File: config.mk
export PLATFORM = sky130hd
export DESIGN_NAME = idex_latch
export DESIGN_NICKNAME = d
export VERILOG_FILES = /design/src/rtl/idex_latch.sv
export SDC_FILE = /design/constraint.sdc
export NUM_CORES = 1
export LEC_CHECK = 0
export ABC_AREA = 1
export ABC_CLOCK_PERIOD_IN_PS = 2020
export CAP_MARGIN = 10
export CORE_AREA = 2 2 158 160
export DETAILED_ROUTE_END_ITERATION = 6
export DIE_AREA = 0 0 160 162
export PLACE_DENSITY = 0.82
export SLEW_MARGIN = 5
export SYNTH_ARGS = -nofsm -noshare
export SYNTH_HDL_FRONTEND = slang
export SYNTH_SLANG_ARGS = --single-unit
File: constraint.sdc
create_clock -name CLK -period 2.02 [get_ports CLK]
set_input_delay 0.505 -clock CLK [delete_from_list [all_inputs] [get_ports CLK]]
set_output_delay 0.505 -clock CLK [all_outputs]
set_load 0.1 [all_outputs]
File: src/rtl/idex_latch.sv
// idex_latch: ID/EX pipeline register with hold, bubble insertion, sticky halt and saturating perf counters.
module idex_latch #(
  parameter int CNT_W = 16
) (
  input  logic             CLK,
  input  logic             nRST,
  input  logic             en,
  input  logic             stall,
  input  logic             flush,
  input  logic [31:0]      npc_i,
  input  logic [31:0]      Jaddr_i,
  input  logic [31:0]      rdata1_i,
  input  logic [31:0]      rdata2_i,
  input  logic [31:0]      extout_i,
  input  logic             Branch_i,
  input  logic             DRen_i,
  input  logic             DWen_i,
  input  logic             RegWrite_i,
  input  logic             RegDst_i,
  input  logic             halt_i,
  input  logic [1:0]       MemtoReg_i,
  input  logic [1:0]       ALUSrc_i,
  input  logic [3:0]       ALUop_i,
  input  logic [4:0]       Rd_i,
  input  logic [4:0]       Rt_i,
  output logic [31:0]      npc_o,
  output logic [31:0]      Jaddr_o,
  output logic [31:0]      rdata1_o,
  output logic [31:0]      rdata2_o,
  output logic [31:0]      extout_o,
  output logic             Branch_o,
  output logic             DRen_o,
  output logic             DWen_o,
  output logic             RegWrite_o,
  output logic             RegDst_o,
  output logic             halt_o,
  output logic [1:0]       MemtoReg_o,
  output logic [1:0]       ALUSrc_o,
  output logic [3:0]       ALUop_o,
  output logic [4:0]       Rd_o,
  output logic [4:0]       Rt_o,
  output logic             valid_o,
  output logic [CNT_W-1:0] bubble_cnt,
  output logic [CNT_W-1:0] stall_cnt
);
  // halt_o is excluded from the bubble clear so a bubble can never drop a pending halt.
  always_ff @(posedge CLK or negedge nRST)
    if (!nRST) begin
      {npc_o, Jaddr_o, rdata1_o, rdata2_o, extout_o, Branch_o, DRen_o, DWen_o, RegWrite_o,
       RegDst_o, MemtoReg_o, ALUSrc_o, ALUop_o, Rd_o, Rt_o} <= '0;
      halt_o     <= 1'b0;
      valid_o    <= 1'b0;
      bubble_cnt <= '0;
      stall_cnt  <= '0;
    end else if (!en) begin
      stall_cnt <= stall_cnt + CNT_W'(~&stall_cnt);
    end else if (flush || stall) begin
      {npc_o, Jaddr_o, rdata1_o, rdata2_o, extout_o, Branch_o, DRen_o, DWen_o, RegWrite_o,
       RegDst_o, MemtoReg_o, ALUSrc_o, ALUop_o, Rd_o, Rt_o} <= '0;
      valid_o    <= 1'b0;
      bubble_cnt <= bubble_cnt + CNT_W'(~&bubble_cnt);
    end else begin
      {npc_o, Jaddr_o, rdata1_o, rdata2_o, extout_o, Branch_o, DRen_o, DWen_o, RegWrite_o,
       RegDst_o, MemtoReg_o, ALUSrc_o, ALUop_o, Rd_o, Rt_o} <=
      {npc_i, Jaddr_i, rdata1_i, rdata2_i, extout_i, Branch_i, DRen_i, DWen_i, RegWrite_i,
       RegDst_i, MemtoReg_i, ALUSrc_i, ALUop_i, Rd_i, Rt_i};
      halt_o  <= halt_o | halt_i;
      valid_o <= 1'b1;
    end
endmodule

==> results.cfg <==
[setup_path]
critPathArrivalTime_ns = 2.38
critPathCaptureType = flip-flop
critPathKind = flip-flop to flip-flop
critPathSlowestCell = dfrtp_4
critical_path.startpoint_type = flip-flop
path_depth = 10
rr_endpoint = stall_cnt[8]
critPathCapture = stall_cnt[8]
timing.reg2reg.worst_path_depth = 10
worst_ep_required_time_ns = 2.44
timing.rr.start = stall_cnt[5]
worst-path-buf-inv = 1
crit_chain = nand2_1 > nor4_2 > nand3_2 > ha_2 > ha_1 > nand2_2 > nor2_4 > buf_4 > nand4_1 > xnor2_1
worst_path_dominant_cell_family = simple AND/OR/NAND/NOR gates
critPathMaxStageDelay_ns = 0.45
crit_startpoint = stall_cnt[5]
worst-r2r-setup-slack_ns = 0.07
critPathMaxFanout = 4

[layout]
multiInputGateArea_um2 = 3160
number_of_nets_in_the_layout = 1598
layout-drive-gt1-share_pct = 24.3
antenna-diode-count = 0
fill_cell_total_of_the_finished_layout = 1961
area_delta_synth_final_pct = 62.9
register_area_um2 = 5540
finish.cell_count_without_fillers = 1745

[sta]
post-route-period-util_pct = 96.7
grt_setup_unrepaired = true
hold_ws_ns = 0.394
report.final.hold_viol_count = 0
fin_worst_skew_ns = 0.00449
final-max-slew-violation-count = 0
fmax_ghz = 0.512
final_report_setup_violation_count = 0
max_slew_margin_pct = 60.5
tightestPinTransition_ns = 0.593
fin_setup_tns_ns = 0
finalCriticalPeriod_ns = 1.95
setup_slack_ns = 0.0671

[status]
outcome = finished clean

[placed_design]
gp_congestion = 0.910
preCtsSetupSlack_ns = 0.0590
detailed_place_hpwl_um = 20100
buffer_ports.inserted = 405
placed_cells = 1697

[run]
drv.max_cap_violation_count = 0

[floorplan]
floorplan.core_area_um2 = 24100
fp.dieArea_um2 = 25900
initial_utilization_pct = 37.2
standard_cell_row_count = 57
die_height_um = 162
fp.dieW_um = 160
top_level_ports = 406

[clock_network]
cts_made_buffers = 24
clock_insertion_delay_worst_skew_ns = 0.51
cts.reportedPaths.clkPinSlew_ns = 0.06
clock_path_buffers = 3
clock_sink_count = 217
clock_tree_root_driver_cell = clkbuf_16
ctsHtreeMaxLevel = 1
tritoncts = yes

[global_routing]
grt_max_degree = 101
number_of_antenna_violations_at_the_first_check_in_global_routing = 0
grt_pass1_wl_um = 45500
grt_use_total_pct = 21.4
grt_remaining_overflow = 0
first_global_vias = 8617

[logic_synthesis]
yosysTopAreaCellShare_pct = 60.6
synth_area_um2 = 8960
synth_enable_flop_cells = 0
synth_commonest_cells = nand2_1 (425), dfrtp_1 (217), nand3_1 (200), buf_2 (43), nor2_1 (28)
yosysSeqAreaShare_pct = 60.6
synth-seq-cells = 217
postSynthNetCount = 1200
synth_async_sr_flop_share_pct = 100
synth_area_leader_cell = dfrtp_1
yosysWarningCount = 0
post-synth-top-count-cell = nand2_1
synth_top_cells_by_area = dfrtp_1 (61%), nand2_1 (18%), nand3_1 (11%), buf_2 (2.4%), nor2_1 (1.2%)
syn_area_per_cell_um2 = 8.90
synthesis.instances = 1006
postSynth.topFlopCell = dfrtp_1
synth.lib_cells_used.distinct = 24

[route]
remaining_drc_errors = 0
firstDrtPassIters = 5
number_of_violations_reported_at_the_end_of_detailed_routing_iteration_0 = 786
via_count = 8592
drt-vias-per-instance = 4.92
antenna_violating_nets_post_route = 0
wl_per_cell_um = 16.4
final_routed_wirelength_across_all_metal_layers_um = 28700

[power_and_ir_drop]
power_leakage_nw = 7.47
vdd_drop_max_mv = 0.788
total_power_mw = 13.9
p_per_area_nw_per_um2 = 954

[hold_path]
min_path_type = input port to flip-flop
-- cell families after synthesis --
logic type | synth area share (%)
buf+inv | 4.68
fa+ha+maj | 0.698
xor+xnor | 2.05
compound gates | 0.293
flops | 60.6
simple gates | 31.7
-- area by class of cell --
| cell class | count | area share [%] |
|---|---|---|
| multi-input cells | 702 | 21.7 |
| well taps | 324 | 2.78 |
| inverters | 25 | 0.677 |
| clock buffers | 32 | 4.88 |
| repair buffers | 434 | 31.3 |
| flip-flops and latches | 217 | 37.9 |
| clock inverters | 11 | 0.780 |
-- per-layer routing --
| layer | vias to the layer above | global-route usage, % | part of all wire (%) |
|---|---|---|---|
| met5 | - | 0 | 0 |
| met4 | 0 | 6.92 | 2.8 |
| met3 | 60 | 5.39 | 8.0 |
| met2 | 392 | 37.7 | 51 |
| met1 | 4135 | 25.9 | 38 |
| li1 | 4005 | - | - |
-- worst reg2reg max path: cells and delay by family (launching register included) --
family | cells | cell delay (ns)
flip-flops | 1 | 0.45
XOR/XNOR | 1 | 0.13
AND/OR/NAND/NOR | 6 | 0.75
adder cells (fa/ha/maj) | 2 | 0.40
buffers and inverters | 1 | 0.13
-- layout by cell type, fill, tap and decap left out, drive strengths merged, types with 4 or more instances in the layout --
cell type,synthesis,layout
buf,51,247
ha,5,5
xnor2,12,12
nand2,427,427
xor2,9,9
nand4,5,5
inv,25,25
clkbuf,11,32
dfrtp,217,217
nor3,4,4
nand3,201,201
clkinv,0,7
clkdlybuf4s50,0,186
nor2,32,32
-- what timing repair did --
action	CTS	global route
buffers inserted	0	4
setup endpoints to repair	0	7
hold endpoints to repair	59	0
resized for setup	0	12
hold buffers	1	0
-- sequential cells by signal (all words and copies together) (netlist names), 2 cells and up --
name,count
ALUSrc_o,2
ALUop_o,4
Jaddr_o,32
MemtoReg_o,2
Rd_o,5
Rt_o,5
bubble_cnt,16
extout_o,32
npc_o,32
rdata1_o,32
rdata2_o,32
stall_cnt,16
-- through the flow --
stage / instance area (um2) / utilization [%]
2_1_floorplan: 9070 / -
3_3_place_gp: 13700 / 56.8
3_5_place_dp: 13700 / 56.8
4_1_cts: 14500 / 60.2
5_1_grt: 14600 / 60.5
6_report: 14600 / 60.5
-- power by group --
group / total [mW] / switching, mW / internal (mW)
clock network: 4.51 / 1.79 / 2.72
registers: 5.04 / 0.330 / 4.71
logic: 4.37 / 3.07 / 1.30
total: 13.9 / 5.19 / 8.73
-- worst min-delay path by stage --
stage | startpoint | end | slack [ns] | cells after the start
3_5_place_dp | extout_o[26] | extout_o[26] | 0.47 | 2
6_report | en | stall_cnt[2] | 0.39 | 4
4_1_cts | en | stall_cnt[2] | 0.37 | 4
3_3_place_gp | halt_o | halt_o | 0.45 | 1
5_1_grt | en | stall_cnt[2] | 0.39 | 4
2_1_floorplan | nRST | ALUSrc_o[0] | 0.21 | 0
(Power assumes the default switching activity.)
